==> config.mk <==
export PLATFORM = sky130hd
export DESIGN_NAME = imem_stream_loader
export DESIGN_NICKNAME = d
export VERILOG_FILES = /design/src/rtl/imem_stream_loader.sv
export SDC_FILE = /design/constraint.sdc
export NUM_CORES = 1
export LEC_CHECK = 0
export BUFFER_PORTS_ARGS = -buffer_cell sky130_fd_sc_hd__clkbuf_2
export CORE_MARGIN = 1
export CORE_UTILIZATION = 52
export DETAILED_ROUTE_END_ITERATION = 8
export GPL_ROUTABILITY_DRIVEN = 0
export GPL_TIMING_DRIVEN = 1
export MAX_ROUTING_LAYER = met4
export PLACE_DENSITY = 0.76
export SETUP_SLACK_MARGIN = 0.05
export SLEW_MARGIN = 30
export SYNTH_ARGS = -nofsm -noshare
export SYNTH_HDL_FRONTEND = slang
export SYNTH_SLANG_ARGS = --single-unit
==> constraint.sdc <==
create_clock -name clk -period 2.3 [get_ports clk]
set_input_delay 0 -clock clk [delete_from_list [all_inputs] [get_ports clk]]
set_output_delay 0 -clock clk [all_outputs]
set_load 0.05 [all_outputs]
==> src/rtl/imem_stream_loader.sv <==
// Boot-time loader: assembles big-endian words from a byte stream, writes them to
// instruction memory and releases the core only after the image checksum verifies.
module imem_stream_loader #(
    parameter int DEPTH  = 32,
    parameter int ADDR_W = 5
) (
    input  logic              clk,
    input  logic              reset,
    input  logic              load_start,
    input  logic [7:0]        in_data,
    input  logic              in_valid,
    output logic              in_ready,
    output logic              imem_we,
    output logic [ADDR_W-1:0] imem_addr,
    output logic [31:0]       imem_wdata,
    output logic              cpu_reset,
    output logic              load_done,
    output logic              load_error,
    output logic [ADDR_W:0]   words_loaded
);

    typedef enum logic [2:0] {
        S_IDLE,
        S_LEN_HI,
        S_LEN_LO,
        S_DATA,
        S_CHK,
        S_DONE,
        S_ERROR
    } state_t;

    state_t      state;
    logic [1:0]  byte_idx;
    logic [23:0] word_acc;
    logic [7:0]  sum_acc;
    logic [15:0] word_count;
    logic        take;

    assign take = in_valid && in_ready;

    // NOTE: all state and outputs update with non-blocking assignments so every
    // branch below sees the pre-edge values, regardless of statement order.
    always_ff @(posedge clk) begin
        if (reset) begin
            state        <= S_IDLE;
            byte_idx     <= '0;
            word_acc     <= '0;
            sum_acc      <= '0;
            word_count   <= '0;
            in_ready     <= 1'b0;
            imem_we      <= 1'b0;
            imem_addr    <= '0;
            imem_wdata   <= '0;
            cpu_reset    <= 1'b1;
            load_done    <= 1'b0;
            load_error   <= 1'b0;
            words_loaded <= '0;
        end else begin
            imem_we <= 1'b0;
            case (state)
                S_IDLE, S_DONE, S_ERROR: begin
                    if (load_start) begin
                        state        <= S_LEN_HI;
                        byte_idx     <= '0;
                        sum_acc      <= '0;
                        words_loaded <= '0;
                        in_ready     <= 1'b1;
                        cpu_reset    <= 1'b1;
                        load_done    <= 1'b0;
                        load_error   <= 1'b0;
                    end
                end
                S_LEN_HI: begin
                    if (take) begin
                        word_count[15:8] <= in_data;
                        state            <= S_LEN_LO;
                    end
                end
                S_LEN_LO: begin
                    if (take) begin
                        word_count[7:0] <= in_data;
                        if ({word_count[15:8], in_data} > 16'(DEPTH)) begin
                            state      <= S_ERROR;
                            in_ready   <= 1'b0;
                            load_error <= 1'b1;
                        end else if ({word_count[15:8], in_data} == 16'd0) begin
                            state <= S_CHK;
                        end else begin
                            state <= S_DATA;
                        end
                    end
                end
                S_DATA: begin
                    if (take) begin
                        sum_acc  <= sum_acc + in_data;
                        byte_idx <= byte_idx + 2'd1;
                        word_acc <= {word_acc[15:0], in_data};
                        // The write lands on the cycle after the fourth byte; leaving
                        // DATA at the same edge lets the checksum byte overlap it.
                        if (byte_idx == 2'd3) begin
                            imem_we      <= 1'b1;
                            imem_addr    <= words_loaded[ADDR_W-1:0];
                            imem_wdata   <= {word_acc, in_data};
                            words_loaded <= words_loaded + (ADDR_W+1)'(1);
                            if (16'(words_loaded) + 16'd1 == word_count) begin
                                state <= S_CHK;
                            end
                        end
                    end
                end
                S_CHK: begin
                    if (take) begin
                        in_ready <= 1'b0;
                        if (8'(sum_acc + in_data) == 8'd0) begin
                            state     <= S_DONE;
                            cpu_reset <= 1'b0;
                            load_done <= 1'b1;
                        end else begin
                            state      <= S_ERROR;
                            load_error <= 1'b1;
                        end
                    end
                end
                default: begin
                    state    <= S_IDLE;
                    in_ready <= 1'b0;
                end
            endcase
        end
    end

endmodule

==> reports/metrics.sh <==
CLKSLEWWORSTSETUPHOLDPATHS_NS=0.10
GRT_ANTENNA_BEFORE_REPAIR=0
TIMING.CRITICAL_PATH.REQUIRED_NS=2.54
GR-TOTAL-OVERFLOW=0
INITIAL_CELL_DENSITY_OF_THE_CORE_PCT=54.4
STATUS='finished with violations'
SYNTH_FLOP_CELL='dfxtp_1'
VIOLATIONS_IN_THE_FINAL_REPORTS='setup timing'
ANTENNA_CELLS=0
DRC=0
TIMING.SETUP.CRITICAL_PATH_CLASS='flop to flop'
GRT.BUSIEST_LAYER='met2'
POWER.SHARE.SEQUENTIAL_PCT=47.0
MAX_FREQ_MHz=427
TRITONCTS='yes'
SYN_AREA_UM2=4510
YOSYS_REGISTER_BITS=101
CAP_VIOL_MAX_COUNT=0
POWER.STATIC_LEAKAGE_nW=2.00
CTS.ROOT.BUFFER_CELL='clkbuf_8'
INTERNAL-POWER_mW=2.59
FIN_CELLS=725
FIRST_PASS_GRT_WIRE_LENGTH_UM=18500
WORST-PATH-MAX-FANOUT=2
DP_SLACK_NS=-0.102
FINAL.SETUP.WORST_SLACK_NS=-0.0392
CTS.SINKS=101
YS_WARN_COUNT=0
NETLIST.TOP_CELL.BY_AREA='dfxtp_1'
MAX-SLEW-MARGIN-REL_PCT=45.1
DRIVE_ABOVE_1_SHARE_PCT=19.7
GLOBAL_ROUTE.USAGE.MET3_PCT=5.74
DIEWIDTH_UM=95.2
PORT-BUFFER-COUNT=59
FP.DIEH_UM=95.2
YOSYS.CELL_TYPES.COUNT=63
SYNTH_TOP_AREA_CELLS='dfxtp_1, nand2_1, a21oi_1, nor2_1, mux2i_1'
DR_TOTAL_VIAS=4117
SYNTH_CELLS=555
DETAILED_ROUTER_S_FIRST_ITERATION_VIOLATION_COUNT=313
FINALWORSTPATHREQUIREDPERIOD_NS=2.34
SHARE_COMB_OF_TOTAL_POWER_PCT=24.9
YS_SEQ_AREA_SHARE_PCT=44.8
TOTALNEGATIVESETUPSLACK_NS=-0.0976
AREA_GROWTH_SYN_TO_LAYOUT_PCT=16.9
GRT_PASS1_VIAS=3792
FIN_NETS=637
POST_DRT_WL_PER_CELL_UM=15.4
DRV_SLEW=0
PWR-SHARE-CLK_PCT=28.2
SYNTH_FP_NETS=577
GRT_START_MAX_NET_PINS=45
DRT_PASS1_ITERATIONS=5
ROUTE.ANTENNA.REMAINING_NETS=0
POWER.IR.VDD_WORST_mV=0.494
FINALSETUPVIOLATIONS=3
MAX_SLEW.WORST_PIN.SLEW_NS=0.820
ROUTED_WIRELENGTH_UM=11100
GR-USAGE-MET1_PCT=36.2
GRT_SETUP_UNREPAIRED='yes'
GR-USAGE-ALL-LAYERS_PCT=27.2
POST_DRT_VIA_CELL_RATIO=5.68
CORE_UM2=8300
CTS_INSERTED_BUFFERS=9
CP_DATA_ARRIVAL_TIME_NS=2.58
AREA_OF_THE_DIE_UM2=9060
INSERTION_DELAY_NS=0.38
FINAL-HOLD-VIOLATION-COUNT=0
SWITCH_PWR_mW=1.38
WORSTSETUPENDPOINTTYPE='flop'
FP-ROW-COUNT=33
POWER_SWITCHING_SHARE_PCT=34.8
FINAL_MIN_PERIOD_OVER_CLOCK_PERIOD_PCT=102
FINAL.SETUP_SKEW_NS=0.0151
STARTPOINT_TYPE_OF_THE_WORST_SETUP_PATH='flop'
HOLD_PATH.CLASS='input pin to flop'
PLACEDCELLCOUNT=702
SHARE_OF_FLIP_FLOPS_WITH_AN_ASYNCHRONOUS_SET_OR_RESET_AFTER_SYNTHESIS_PCT=0
HPWL_DP_UM=7580
SYNTH-EDFF-COUNT=0
CLOCK_TREE.HTREE_LEVEL_COUNT=3
USE_MET2_PCT=40.9
CLOCK_PATH_BUFFERS=2
N_FILL_CELL=715
POWER.DENSITY_nW_PER_UM2=753
SYNTH_LARGEST_TYPE_AREA_FRACTION_PCT=44.8
SYNTH_AREA_PER_CELL_UM2=8.13
POST-ROUTE-UTIL_PCT=63.6
IO_PINS=60
-- path summary, 6_finish.rpt --
path | start | depth (start not counted) | slack [ns] | endpoint
max reg2reg | sum_acc[0] | 7 | -0.04 | state[1]
max | sum_acc[0] | 7 | -0.04 | state[1]
min reg2reg | word_acc[22] | 2 | 0.46 | imem_wdata[30]
min | reset | 2 | 0.04 | word_count[10]
-- sequential cells by signal, indices dropped and copies added (netlist names) --
signal        count
imem_wdata       32
word_acc         24
word_count       16
sum_acc           8
words_loaded      6
imem_addr         5
state             3
byte_idx          2
cpu_reset         1
imem_we           1
in_ready          1
load_done         1
load_error        1
-- layout by cell type, fill, tap and decap left out, drive strengths merged, types with 2 or more instances in the layout --
cell type	count
nand2b	3
buf	21
clkbuf	67
xor2	6
nand3b	3
xnor2	9
mux2i	18
nor3	8
dfxtp	101
nor2	55
a211oi	4
and2	2
a21oi	85
dlygate4sd3	5
nand2	136
o21ai	11
nor2b	5
a21o	3
clkinv	3
nor3b	5
nand3	10
or4	2
or3	2
nor4	5
ha	9
inv	8
o21a	4
a31oi	2
o21ba	2
-- area by class of cell --
cell class | instances | area [um^2] | share of cell area (%)
Timing Repair Buffer | 84 | 508 | 9.63
Clock buffer | 9 | 124 | 2.35
Inverter | 5 | 18.8 | 0.356
Sequential cell | 101 | 2030 | 38.4
Multi-Input combinational cell | 414 | 2390 | 45.3
Tap cell | 105 | 131 | 2.49
Clock inverter | 7 | 77.6 | 1.47
-- layer usage --
layer / vias to the layer above / routed length, um
met5: - / 0
met4: 0 / 201
met3: 20 / 638
met2: 166 / 5220
met1: 1914 / 5080
li1: 2017 / -
-- metrics by stage --
| stage | cell area (um^2) | hold WS [ns] | total power [mW] |
|---|---|---|---|
| 2_1_floorplan | 4520 | 0.136 | 2.62 |
| 3_3_place_gp | 4940 | 0.350 | 2.82 |
| 3_5_place_dp | 4940 | 0.357 | 2.83 |
| 4_1_cts | 5250 | 0.0215 | 3.97 |
| 5_1_grt | 5280 | 0.0389 | 4.16 |
| 6_report | 5280 | 0.0424 | 3.97 |
-- synth_stat cells, drive strengths merged, types with 2 or more instances --
cell type and n:
a211oi 4, a21o 3, a21oi 85, a31oi 2, and2 2, buf 14
clkbuf 21, dfxtp 101, ha 9, inv 5, mux2i 18, nand2 136
nand2b 3, nand3 10, nand3b 3, nor2 55, nor2b 5, nor3 8
nor3b 5, nor4 5, o21a 4, o21ai 11, o21ba 2, or3 2
or4 2, xnor2 9, xor2 6
-- kinds of logic (layout without fill, tap and decap cells) --
group / count (synthesis) / count (layout) / synth area share (%)
AO/OA/AOI/OAI: 129 / 129 / 17.6
adder cells (fa/ha/maj): 10 / 10 / 2.94
flip-flops: 101 / 101 / 44.8
buffers and inverters: 40 / 105 / 4.05
multiplexers: 18 / 18 / 3.99
XOR/XNOR: 15 / 15 / 3.08
AND/OR/NAND/NOR: 242 / 242 / 23.5
-- power by group through the flow --
stage | sequential [mW] | clock, mW | combinational, mW
6_report | 1.87 | 1.12 | 0.987
5_1_grt | 1.88 | 1.22 | 1.07
4_1_cts | 1.86 | 1.15 | 0.960
3_5_place_dp | 1.91 | 0 | 0.927
3_3_place_gp | 1.90 | 0 | 0.915
2_1_floorplan | 1.92 | 0 | 0.698
-- what timing repair did --
action                     in CTS  in global routing
hold buffers                    5                  0
hold endpoints to repair       10                  0
setup endpoints to repair       6                  6
resized for setup               9                  5
pin swaps                       7                  2
buffers inserted                2                  0
-- worst max-delay path, stage by stage (launching register included) --
cell      delay, ns
dfxtp_2        0.35
ha_4           0.16
fa_2           0.39
xor2_1         0.17
or3_4          0.39
or4_4          0.55
o21ai_2        0.13
a311oi_1       0.09
(Power assumes the default switching activity.)
